==> src/rtl/po2_weight_encoder_if.sv <==
// Weight-load handshake bundle for the po2 weight encoder.
// master drives weights and out_ready; slave is the encoder.
interface po2_weight_encoder_if #(
  parameter int W = 16
);
  logic [W-1:0] weight;
  logic         in_v;
  logic         in_ready;
  logic         negative_weight;
  logic [W-1:0] log_2_weight;
  logic         zero_weight;
  logic         saturated;
  logic         out_v;
  logic         out_ready;

  modport master (
    output weight,
    output in_v,
    output out_ready,
    input  in_ready,
    input  negative_weight,
    input  log_2_weight,
    input  zero_weight,
    input  saturated,
    input  out_v
  );

  modport slave (
    input  weight,
    input  in_v,
    input  out_ready,
    output in_ready,
    output negative_weight,
    output log_2_weight,
    output zero_weight,
    output saturated,
    output out_v
  );
endinterface

==> src/rtl/po2_weight_encoder.sv <==
// Encodes a signed Q(I).(W-I) weight to sign + right-shift amount
// (weight ~= (-1)^neg * 2^-k), rounding to nearest power of two.
// Ports: clk, rst (async, active low), bus (slave):
//   weight/in_v/in_ready   weight accept handshake
//   negative_weight, log_2_weight, zero_weight, saturated
//   out_v/out_ready        result handshake, held until taken
// Leading-one scan runs one bit per cycle from the MSB down.
module po2_weight_encoder #(
  parameter int W = 16,
  parameter int I = 4
) (
  input  logic                 clk,
  input  logic                 rst,
  po2_weight_encoder_if.slave  bus
);

  localparam int FRAC = W - I;
  localparam int BW   = $clog2(W);
  localparam int PW   = BW + 2;

  localparam logic [BW-1:0] B_TOP = BW'(W - 1);
  localparam logic [BW-1:0] B_ONE = BW'(1);
  localparam logic [BW-1:0] B_ZRO = '0;

  localparam logic signed [PW-1:0] P_FRAC = PW'(FRAC);
  localparam logic signed [PW-1:0] P_ONE  = PW'(1);
  localparam logic signed [PW-1:0] P_ZRO  = '0;

  localparam logic [W-1:0] K_FRAC = W'(FRAC);

  typedef enum logic [2:0] {
    IDLE,
    ABS,
    SCAN,
    ROUND,
    DONE
  } state_t;

  state_t state;
  state_t state_n;

  logic [W-1:0]  wreg;
  logic [W-1:0]  mag;
  logic          neg;
  logic [BW-1:0] b;

  logic          neg_q;
  logic [W-1:0]  k_q;
  logic          zero_q;
  logic          sat_q;

  logic                 lead;
  logic                 half;
  logic                 b_is0;
  logic [BW-1:0]        b_m1;
  logic signed [PW-1:0] p_raw;
  logic signed [PW-1:0] p_rnd;
  logic signed [PW-1:0] p_neg;
  logic                 p_pos;

  // Scan / rounding arithmetic on the current bit pointer.
  always_comb begin
    b_is0 = (b == B_ZRO);
    b_m1  = b - B_ONE;
    lead  = mag[b];
    // Bit below the leading one decides round-up; a tie
    // (exactly 1.5 * 2^p) lands here too and rounds up.
    half  = !b_is0 && mag[b_m1];
    p_raw = $signed({2'b00, b}) - P_FRAC;
    p_rnd = half ? (p_raw + P_ONE) : p_raw;
    p_neg = P_ZRO - p_rnd;
    p_pos = (p_rnd > P_ZRO);
  end

  // State register.
  always_ff @(posedge clk or negedge rst) begin
    if (!rst) begin
      state <= IDLE;
    end else begin
      state <= state_n;
    end
  end

  // Next-state logic.
  always_comb begin
    state_n = state;
    unique case (state)
      IDLE: begin
        if (bus.in_v) state_n = ABS;
      end
      ABS: begin
        state_n = SCAN;
      end
      SCAN: begin
        if (lead)       state_n = ROUND;
        else if (b_is0) state_n = DONE;
      end
      ROUND: begin
        state_n = DONE;
      end
      DONE: begin
        if (bus.out_ready) state_n = IDLE;
      end
      default: begin
        state_n = IDLE;
      end
    endcase
  end

  // Datapath and result registers.
  always_ff @(posedge clk or negedge rst) begin
    if (!rst) begin
      wreg   <= '0;
      mag    <= '0;
      neg    <= 1'b0;
      b      <= '0;
      neg_q  <= 1'b0;
      k_q    <= '0;
      zero_q <= 1'b0;
      sat_q  <= 1'b0;
    end else begin
      unique case (state)
        IDLE: begin
          if (bus.in_v) wreg <= bus.weight;
        end
        ABS: begin
          // Most negative weight negates to itself, which is
          // the correct unsigned magnitude.
          mag <= wreg[W-1] ? (~wreg + 1'b1) : wreg;
          neg <= wreg[W-1];
          b   <= B_TOP;
        end
        SCAN: begin
          if (!lead) begin
            if (b_is0) begin
              zero_q <= 1'b1;
              neg_q  <= 1'b0;
              sat_q  <= 1'b0;
              k_q    <= K_FRAC;
            end else begin
              b <= b_m1;
            end
          end
        end
        ROUND: begin
          neg_q  <= neg;
          zero_q <= 1'b0;
          sat_q  <= p_pos;
          k_q    <= p_pos ? '0 : W'($unsigned(p_neg));
        end
        default: begin
        end
      endcase
    end
  end

  // Outputs.
  always_comb begin
    bus.in_ready        = (state == IDLE);
    bus.out_v           = (state == DONE);
    bus.negative_weight = neg_q;
    bus.log_2_weight    = k_q;
    bus.zero_weight     = zero_q;
    bus.saturated       = sat_q;
  end

endmodule

==> src/flat_wrapper.sv <==
// flat-port wrapper written by rule: the top's interface ports become plain ports
module po2_weight_encoder_flat 
#(
  parameter int W = 16,
  parameter int I = 4
)
  (clk, rst, bus_weight, bus_in_v, bus_out_ready, bus_in_ready, bus_negative_weight, bus_log_2_weight, bus_zero_weight, bus_saturated, bus_out_v);
  po2_weight_encoder_if #(.W(W)) bus_i ();
  input  logic clk;
  input  logic rst;
  input wire logic [$bits(bus_i.weight)-1:0] bus_weight;
  input wire logic [$bits(bus_i.in_v)-1:0] bus_in_v;
  input wire logic [$bits(bus_i.out_ready)-1:0] bus_out_ready;
  output wire logic [$bits(bus_i.in_ready)-1:0] bus_in_ready;
  output wire logic [$bits(bus_i.negative_weight)-1:0] bus_negative_weight;
  output wire logic [$bits(bus_i.log_2_weight)-1:0] bus_log_2_weight;
  output wire logic [$bits(bus_i.zero_weight)-1:0] bus_zero_weight;
  output wire logic [$bits(bus_i.saturated)-1:0] bus_saturated;
  output wire logic [$bits(bus_i.out_v)-1:0] bus_out_v;
  assign bus_i.weight = bus_weight;
  assign bus_i.in_v = bus_in_v;
  assign bus_i.out_ready = bus_out_ready;
  assign bus_in_ready = bus_i.in_ready;
  assign bus_negative_weight = bus_i.negative_weight;
  assign bus_log_2_weight = bus_i.log_2_weight;
  assign bus_zero_weight = bus_i.zero_weight;
  assign bus_saturated = bus_i.saturated;
  assign bus_out_v = bus_i.out_v;
  po2_weight_encoder #(.W(W), .I(I)) u_core (.clk(clk), .rst(rst), .bus(bus_i));
endmodule
==> config.mk <==
export PLATFORM = sky130hd
export DESIGN_NAME = po2_weight_encoder_flat
export DESIGN_NICKNAME = d
export VERILOG_FILES = /design/src/rtl/po2_weight_encoder_if.sv /design/src/rtl/po2_weight_encoder.sv /design/src/flat_wrapper.sv
export SDC_FILE = /design/constraint.sdc
export NUM_CORES = 1
export LEC_CHECK = 0
export CAP_MARGIN = 20
export CORE_ASPECT_RATIO = 1.25
export CORE_UTILIZATION = 35
export CTS_CLUSTER_DIAMETER = 200
export DETAILED_ROUTE_END_ITERATION = 12
export GPL_ROUTABILITY_DRIVEN = 0
export GPL_TIMING_DRIVEN = 0
export SLEW_MARGIN = 40
export SYNTH_ARGS = -nofsm -noshare
export SYNTH_HDL_FRONTEND = slang
export SYNTH_SLANG_ARGS = --single-unit
==> constraint.sdc <==
create_clock -name clk -period 3.8 [get_ports clk]
set_input_delay 0.95 -clock clk [delete_from_list [all_inputs] [get_ports clk]]
set_output_delay 0.95 -clock clk [all_outputs]
set_load 0.005 [all_outputs]
==> results.json, run 1 <==
{
  "ctsHoldBuffers": 0,
  "pwr-share-clk": 0.098,
  "critical-path-top-delay-family": "multiplexers",
  "grt_max_degree": 41,
  "fp-row-count": 37,
  "async_flop_share": 1.00,
  "p_comb_frac": 0.612,
  "p_leak_nw": 1.56,
  "die_h_um": 106,
  "yosysUniqueCellTypes": 52,
  "synth.avg_cell_area_um2": 10.6,
  "intPower_mw": 2.03,
  "nFillCells": 832,
  "max_stage_delay_ps": 520,
  "dieArea_um2": 9030,
  "root_buffer": "clkbuf_8",
  "syn_area_um2": 3030,
  "rsz0062_at_grt": "no",
  "synth_edf_count": 0,
  "power_density_nw_per_um2": 947,
  "wl_um": 6040,
  "multi_input_area_um2": 1660,
  "fin_crit_ps": 3580,
  "crit_cells": 16,
  "grt_use_total": 0.148,
  "synth_top_area_share": 0.405,
  "p_switching_mw": 1.45,
  "grt_pass1_vias": 2182,
  "slew_headroom": 0.641,
  "crit_slowest_cell": "mux4_2",
  "io_pins": 41,
  "clock_skew_ps": 6.09,
  "yosysSeqAreaShare": 0.405,
  "synthToLayoutAreaGrowth_pct": 21.2,
  "insertion_delay_ps": 310,
  "dp_hpwl_um": 4610,
  "via_per_inst": 5.14,
  "routedWlPerCell_um": 14.0,
  "setup_viol": 0,
  "antenna_found_initial": 0,
  "finalCritPeriodShare": 0.943,
  "run_status": "completed",
  "die_x_um": 85.2,
  "seq_power_share": 0.290,
  "numCtsBuffers": 5,
  "critPathLaunchType": "flop",
  "synth-seq-cells": 49,
  "clk_path_buf_depth": 2,
  "r2r-start": "u_core.b[0]",
  "r2r-end": "u_core.bus.log_2_weight[5]",
  "start_util": 0.363,
  "crit_required_ps": 4010,
  "yosys_warnings": 0,
  "seq_area_um2": 1230,
  "overflow": 0,
  "synthCells": 285,
  "coreArea_um2": 8330,
  "hold_class": "in2async",
  "postLayoutCoreUtil": 0.441,
  "cp_max_fo": 10,
  "synth_largest_area_cell": "dfrtp_1",
  "r2r_setup_slack_ps": 220,
  "portBuffers": 30,
  "hold_violations": 0,
  "worstSetupPathType": "reg2reg",
  "slew_violations": 0,
  "htreeDepth": 2,
  "cts.sinks": 49,
  "reg2regPathDepth": 16,
  "path_cells": "buf_6 > inv_4 > ha_4 > buf_4 > mux4_2 > mux2i_1 > o221ai_2 > nand2_2 > mux2i_1 > ha_2 > nand2_1 > nor4_1 > o211a_1 > or2_4 > nand2_1 > o41ai_2",
  "tightestPinTransition_ps": 537,
  "crit_buf_inv": 3,
  "drc": 0,
  "num_vias": 2227,
  "fmaxAchievable_ghz": 0.279,
  "antenna_left": 0,
  "drv_cap": 0,
  "drtPass1Iterations": 4,
  "endpoint_kind": "flop",
  "cts_tree": "built",
  "grt_pass1_wl_um": 10500,
  "synth.most_common_cell": "dfrtp_1",
  "switching_share": 0.417,
  "peakVddDrop_mv": 0.423,
  "finalNetCount": 362,
  "clk_pin_slew_ps": 90,
  "synthTopCellsByCount": "dfrtp_1 (49), mux2_2 (23), a21oi_1 (18), nor2_1 (18), nand2_1 (17)",
  "crit_arrival_ps": 3790,
  "ys.flop_type": "dfrtp_1",
  "synth_area_leaders": "dfrtp_1 (40%), mux2_2 (8.6%), mux4_2 (4.5%)",
  "drt_iter0_drc": 57,
  "drive_gt1_frac": 0.229,
  "finalSetupTns_ps": 0,
  "antenna_cells": 0
}
[final cells by class]
cell class              count  share of cell area
flip-flops and latches     49               0.335
clock buffers               7              0.0262
plain buffers              27              0.0440
inverters                  12              0.0130
well taps                  97              0.0331
multi-input cells         205               0.453
repair buffers             35              0.0948
clock inverters             1             0.00136
[cells in the final DEF, fill, tap and decap left out, types with 4 or more instances in the layout]
cell type / Yosys / routed
a21oi_1: 18 / 18
conb_1: 1 / 10
clkbuf_1: 10 / 9
clkdlybuf4s50_1: 0 / 29
dfrtp_1: 49 / 47
mux4_2: 6 / 6
xor2_1: 14 / 14
ha_1: 7 / 5
nor2_1: 18 / 18
or3_1: 6 / 6
nor3_1: 8 / 8
mux2i_1: 9 / 9
nand2_1: 17 / 17
o21ai_0: 8 / 8
inv_1: 11 / 11
mux2_2: 23 / 23
buf_4: 11 / 16
xnor2_1: 9 / 9
nand3_1: 4 / 4
clkbuf_8: 0 / 7
[metrics by stage]
step           instances  area, um^2  hold slack [ps]  setup WS, ps  power, mW
3_3_place_gp         421        3480              464          -205       3.00
6_report             433        3670              453           217       3.48
5_1_grt              433        3670              452         0.795       3.78
3_5_place_dp         422        3510              474          -301       3.05
2_1_floorplan        294        3060              469           197       2.54
4_1_cts              432        3640              449          9.22       3.47
[worst reg2reg max path: cells and delay by family, from the launching register on]
family / cells / cell delay (ps)
compound gates: 3 / 690
fa+ha+maj: 2 / 380
buf+inv: 3 / 450
flops: 1 / 450
mux: 3 / 920
simple gates: 5 / 590
[logic make-up (layout without fill, tap and decap cells)]
group,after synthesis,in the layout,synth area share
DFF,49,49,0.405
adders and majority gates,7,7,0.0289
AOI/OAI and AO/OA,48,48,0.112
xor gates and xnor gates,24,24,0.0719
buffers and inverters,40,82,0.0653
muxes,41,41,0.186
and+or+nand+nor,75,75,0.130
other,1,10,0.00124
[worst max-delay path by stage]
stage / startpoint / end
final: u_core.b[0] / u_core.bus.log_2_weight[5]
after global routing: u_core.b[1] / u_core.bus.log_2_weight[5]
after CTS: u_core.b[1] / u_core.bus.log_2_weight[5]
after detailed placement: u_core.b[1] / u_core.bus.log_2_weight[3]
after global placement: u_core.b[1] / u_core.bus.log_2_weight[3]
after floorplan: u_core.b[1] / u_core.bus.log_2_weight[4]
[sequential cells by signal, indices dropped and copies added (netlist names)]
signal	count
u_core.neg	1
u_core.wreg	16
u_core.bus.log_2_weight	6
u_core.bus.zero_weight	1
u_core.mag	16
u_core.bus.saturated	1
u_core.b	4
u_core.bus.negative_weight	1
u_core.state	3
[power groups by stage]
stage          Combinational [mW]  Clock (mW)  Sequential, mW
6_report                     2.13       0.341            1.01
5_1_grt                      2.36       0.373            1.05
4_1_cts                      2.11       0.351            1.01
3_5_place_dp                 2.04           0            1.01
3_3_place_gp                 2.00           0            1.00
2_1_floorplan                1.59           0           0.944
[metal layers]
layer  routed length (um)  share of wire  up-vias  global-route usage
li1                     -              -     1095                   -
met1                 2580           0.43     1074               0.174
met2                 3130           0.52       47               0.263
met5                    0              0        -                   0
met4                  133          0.022        0              0.0630
met3                  189          0.031       11              0.0280
[timing repair]
item | CTS | global route
hold endpoints to repair | 0 | 0
pin swaps | 2 | 0
endpoints found under the setup margin | 7 | 7
resized for setup | 5 | 5
cloned | 0 | 0
setup buffers | 3 | 1
(Power assumes the default switching activity.)
==> run 2: changes to the inputs <==
==> constraint.sdc (replaced) <==
create_clock -name clk -period 3.4 [get_ports clk]
set_input_delay 0.85 -clock clk [delete_from_list [all_inputs] [get_ports clk]]
set_output_delay 0.85 -clock clk [all_outputs]
set_load 0.005 [all_outputs]
==> run 2 against run 1 <==
Utilization increased by 2.0 points; power increased by 22%; worst setup slack got worse by 90 ps; worst hold slack got worse by 89 ps; clock power increased by 4%; sequential power increased by 9.9%; flip-flop and latch count unchanged; routed wire length increased by 3.6%.
==> results.json, run 2 (synthesized netlist as in run 1, its figures left out) <==
{
  "ctsHoldBuffers": 0,
  "crit_required_ps": 3600,
  "tightestPinTransition_ps": 615,
  "clk_pin_slew_ps": 90,
  "place_ws_ps": -349,
  "endpoint_kind": "flop",
  "drv_cap": 0,
  "r2r_setup_slack_ps": 130,
  "root_buffer": "clkbuf_8",
  "synthToLayoutAreaGrowth_pct": 26.7,
  "clk_path_buf_depth": 2,
  "die_x_um": 85.2,
  "final_common_cell": "dfrtp_1",
  "setup_viol": 0,
  "finalSetupTns_ps": 0,
  "wl_um": 6260,
  "drive_gt1_frac": 0.271,
  "fin_hold_ws_ps": 365,
  "insertion_delay_ps": 310,
  "r2r-start": "u_core.b[0]",
  "grt_max_degree": 41,
  "slew_headroom": 0.590,
  "run_status": "completed",
  "slew_violations": 0,
  "r2r-end": "u_core.bus.log_2_weight[4]",
  "fmaxAchievable_ghz": 0.306,
  "p_leak_nw": 1.63,
  "peakVddDrop_mv": 0.412,
  "overflow": 0,
  "drtPass1Iterations": 4,
  "die_h_um": 106,
  "antenna_cells": 0,
  "worstSetupPathType": "reg2reg",
  "power_density_nw_per_um2": 1100,
  "antenna_found_initial": 0,
  "grt_pass1_vias": 2112,
  "num_vias": 2246,
  "start_util": 0.363,
  "critPathLaunchType": "flop",
  "p_switching_mw": 1.76,
  "dp.cells": 422,
  "drc": 0,
  "final_cell_mix": "dfrtp_1 (48), clkdlybuf4s50_1 (29), buf_4 (27), mux2_2 (21)",
  "setup_slack_ps": 127,
  "p_total_mw": 4.23,
  "grt_use_total": 0.143,
  "htreeDepth": 2,
  "dp_hpwl_um": 4550,
  "routedWlPerCell_um": 14.1,
  "coreArea_um2": 8330,
  "finalCritPeriodShare": 0.963,
  "hold_violations": 0,
  "p_comb_frac": 0.652,
  "drt_iter0_drc": 62,
  "grt_pass1_wl_um": 10100,
  "reg2regPathDepth": 15,
  "fp-row-count": 37,
  "seq_power_share": 0.264,
  "fin_crit_ps": 3270,
  "cts_tree": "built",
  "portBuffers": 30,
  "io_pins": 41,
  "hold_class": "in2async",
  "dieArea_um2": 9030,
  "cts.sinks": 49,
  "cp_max_fo": 7,
  "switching_share": 0.416,
  "antenna_left": 0,
  "clock_skew_ps": 10.2,
  "finalNetCount": 374,
  "via_per_inst": 5.06,
  "crit_arrival_ps": 3480,
  "intPower_mw": 2.47,
  "pwr-share-clk": 0.084,
  "numCtsBuffers": 5,
  "stdcell_count": 444
}
run 2: cell count changes in the layout (fill, tap and decap cells not counted), moves of 2 or more:
cell / delta
mux2_4: +2
buf_4: +11
a221oi_2: +2
mux2_2: -2
a221oi_1: -2
run 2: cell type report:
type,count,area [um^2]
buffer,27,171
clock buffer,6,82.6
clock inverter,1,7.51
fill,814,4500
inverter,12,60.1
multi-input combinational,205,1730
sequential,49,1230
tap,97,121
timing repair buffer,47,438
run 2: worst max-delay path by stage:
stage,startpoint,to,slack [ps],cells after the start
2_1_floorplan,u_core.b[0],u_core.bus.log_2_weight[4],40,15
6_report,u_core.b[0],u_core.bus.log_2_weight[4],130,15
4_1_cts,u_core.b[0],u_core.bus.log_2_weight[5],8,16
3_5_place_dp,u_core.b[0],u_core.bus.log_2_weight[5],-350,16
5_1_grt,u_core.b[0],u_core.bus.log_2_weight[5],-3,16
3_3_place_gp,u_core.b[0],u_core.bus.log_2_weight[2],-290,15
run 2: power groups by stage:
| stage | clock [mW] | combinational (mW) | sequential, mW |
|---|---|---|---|
| floorplan | 0 | 1.83 | 1.06 |
| global placement | 0 | 2.28 | 1.12 |
| detailed placement | 0 | 2.31 | 1.13 |
| CTS | 0.362 | 2.44 | 1.12 |
| global route | 0.386 | 3.00 | 1.16 |
| finish | 0.354 | 2.76 | 1.11 |
run 2: worst max-delay path, stage by stage (launching register included):
cell and delay, ps:
dfrtp_2 400, buf_8 130, clkinv_8 50, ha_4 280
buf_6 130, mux2_4 310, o31ai_4 220, o221ai_2 160
nand2_4 150, mux2i_1 100, ha_2 210, and4_1 190
o211a_1 220, or2_4 260, xor2_1 150, a32o_1 230
run 2: per-layer routing:
metal,track usage,vias up,wire length (um)
li1,-,1111,-
met1,0.167,1081,2580
met2,0.259,43,3360
met3,0.0241,11,169
met4,0.0557,0,149
met5,0,-,0
run 2: repair_timing:
| item | 4_1_cts | 5_1_grt |
|---|---|---|
| endpoints found under the setup margin | 7 | 7 |
| pin swaps | 6 | 9 |
| setup buffers | 9 | 7 |
| gates resized for setup | 7 | 14 |
| cloned | 0 | 0 |
run 2: through the flow:
stage          utilization  instance area, um^2
2_1_floorplan            -                 3100
3_3_place_gp         0.423                 3520
3_5_place_dp         0.426                 3550
4_1_cts              0.445                 3710
5_1_grt              0.461                 3840
6_report             0.461                 3840
==> run 3: changes to the inputs <==
--- a/config.mk
+++ b/config.mk
@@ -7,11 +7,13 @@
 export LEC_CHECK = 0
 export CAP_MARGIN = 20
 export CORE_ASPECT_RATIO = 1.25
-export CORE_UTILIZATION = 35
+export CORE_UTILIZATION = 50
 export CTS_CLUSTER_DIAMETER = 200
 export DETAILED_ROUTE_END_ITERATION = 12
 export GPL_ROUTABILITY_DRIVEN = 0
 export GPL_TIMING_DRIVEN = 0
+export PLACE_DENSITY = 0.77
+export SKIP_CTS_REPAIR_TIMING = 1
 export SLEW_MARGIN = 40
 export SYNTH_ARGS = -nofsm -noshare
 export SYNTH_HDL_FRONTEND = slang
==> run 3 against run 2 <==
The run now ends with negative setup slack left; sequential power is essentially flat; design area grew 1.7%; critical path type unchanged; first-iteration DRC count grew 53%; critical endpoint is now u_core.bus.log_2_weight[5].
==> results.json, run 3 (synthesized netlist as in run 1, its figures left out) <==
{
  "power_density_nw_per_um2": 1150,
  "root_buffer": "clkbuf_8",
  "drt_iter0_drc": 95,
  "numCtsBuffers": 5,
  "intPower_mw": 2.61,
  "hold_violations": 0,
  "r2r_setup_slack_ps": -20,
  "die_h_um": 89.0,
  "finalNetCount": 379,
  "run_status": "complete, but fails checks",
  "r2r-start": "u_core.b[0]",
  "cts_tree": "built",
  "fin_hold_ws_ps": 398,
  "drv_cap": 0,
  "overflow": 0,
  "clk_path_buf_depth": 2,
  "routedWlPerCell_um": 15.2,
  "switching_share": 0.416,
  "postLayoutCoreUtil": 0.671,
  "antenna_found_initial": 0,
  "tightestPinTransition_ps": 685,
  "drive_gt1_frac": 0.289,
  "wl_met2_um": 3530,
  "coreArea_um2": 5820,
  "num_vias": 2311,
  "grt_pass1_wl_um": 10500,
  "top_layer_used": "met4",
  "grt_use_total": 0.211,
  "stdcell_count": 419,
  "dieArea_um2": 6370,
  "start_util": 0.520,
  "via_per_inst": 5.52,
  "antenna_left": 0,
  "reg2regPathDepth": 15,
  "pwr-share-clk": 0.094,
  "fmaxAchievable_ghz": 0.292,
  "grt_max_degree": 33,
  "final_cell_mix": "dfrtp_1 (48), buf_4 (32), clkdlybuf4s50_1 (29), mux2_2 (21)",
  "wl_met1_um": 2540,
  "nFillCells": 454,
  "wl_met3_um": 168,
  "dp.cells": 391,
  "setup_viol": 1,
  "r2r-end": "u_core.bus.log_2_weight[5]",
  "die_x_um": 71.6,
  "clk_pin_slew_ps": 100,
  "final_common_cell": "dfrtp_1",
  "setup_slack_ps": -20.1,
  "p_leak_nw": 1.68,
  "seq_power_share": 0.250,
  "clock_skew_ps": 10.0,
  "cts.sinks": 49,
  "p_switching_mw": 1.86,
  "io_pins": 41,
  "insertion_delay_ps": 310,
  "peakVddDrop_mv": 0.575,
  "dp_hpwl_um": 4510,
  "worstSetupPathType": "reg2reg",
  "cp_max_fo": 6,
  "endpoint_kind": "flop",
  "synthToLayoutAreaGrowth_pct": 28.9,
  "rsz0062_at_grt": "yes",
  "drc": 0,
  "hold_class": "in2async",
  "violations": "negative setup slack",
  "p_comb_frac": 0.655,
  "wl_um": 6380,
  "slew_headroom": 0.543,
  "crit_path_start": "u_core.b[0]",
  "drtPass1Iterations": 4,
  "portBuffers": 30,
  "antenna_cells": 0,
  "crit_arrival_ps": 3630,
  "fp-row-count": 31,
  "slew_violations": 0,
  "fin_crit_ps": 3420,
  "htreeDepth": 2,
  "critPathLaunchType": "flop",
  "crit_required_ps": 3610,
  "finalCritPeriodShare": 1.01,
  "grt_pass1_vias": 2257
}
-- run 3: changes by cell type in the layout (fill, tap and decap cells not counted), sizes merged --
cell / before / now
clkinvlp: 1 / 0
clkbuf: 16 / 14
bufinv: 0 / 1
buf: 35 / 41
inv: 11 / 12
clkinv: 1 / 2
-- run 3: layer usage --
layer  vias to the layer above  global-route usage
met5                         -                   0
met4                         0              0.0766
met3                        14              0.0395
met2                        48               0.389
met1                      1120               0.245
li1                       1129                   -
-- run 3: worst max-delay path by stage --
stage                                            end  slack (ps)  cells past startpoint
after floorplan           u_core.bus.log_2_weight[4]          40                     15
after global placement    u_core.bus.log_2_weight[5]        -270                     16
after detailed placement  u_core.bus.log_2_weight[5]        -360                     16
after CTS                 u_core.bus.log_2_weight[5]        -390                     16
after global routing      u_core.bus.log_2_weight[5]        -220                     15
final                     u_core.bus.log_2_weight[5]         -20                     15
-- run 3: cell type report --
type,instances,area (um^2),area share
timing repair buffer,52,475,0.122
clock buffer,5,68.8,0.0176
inverter,12,57.6,0.0147
buffer,27,178,0.0455
tap,66,82.6,0.0212
clock inverter,3,43.8,0.0112
sequential,49,1230,0.315
multi-input combinational,205,1770,0.453
-- run 3: critical path, cell delays in order (launching register included) --
cell and delay, ps:
dfrtp_2 430, buf_12 140, clkinv_8 60, ha_4 290
mux4_2 550, o22ai_4 160, o221ai_4 140, nand2_4 160
mux2i_1 230, ha_2 240, nand2_1 80, nor4_2 160
o211a_1 160, or2_4 150, nand2_1 80, o41ai_2 300
-- run 3: power by group through the flow --
stage | Sequential, mW | Combinational [mW] | Clock, mW
6_report | 1.12 | 2.93 | 0.423
4_1_cts | 1.12 | 2.34 | 0.435
3_3_place_gp | 1.11 | 2.26 | 0
3_5_place_dp | 1.13 | 2.33 | 0
5_1_grt | 1.16 | 3.21 | 0.454
2_1_floorplan | 1.06 | 1.83 | 0
-- run 3: metrics by stage --
| step | setup WS (ps) | TNS [ps] | total power, mW | instance area, um^2 |
|---|---|---|---|---|
| finish | -20.1 | -20.1 | 4.48 | 3900 |
| global route | -220 | -918 | 4.83 | 3900 |
| CTS | -388 | -2070 | 3.89 | 3620 |
| detailed placement | -359 | -2000 | 3.45 | 3510 |
| global placement | -274 | -1570 | 3.37 | 3480 |
| floorplan | 38.5 | 0 | 2.89 | 3100 |
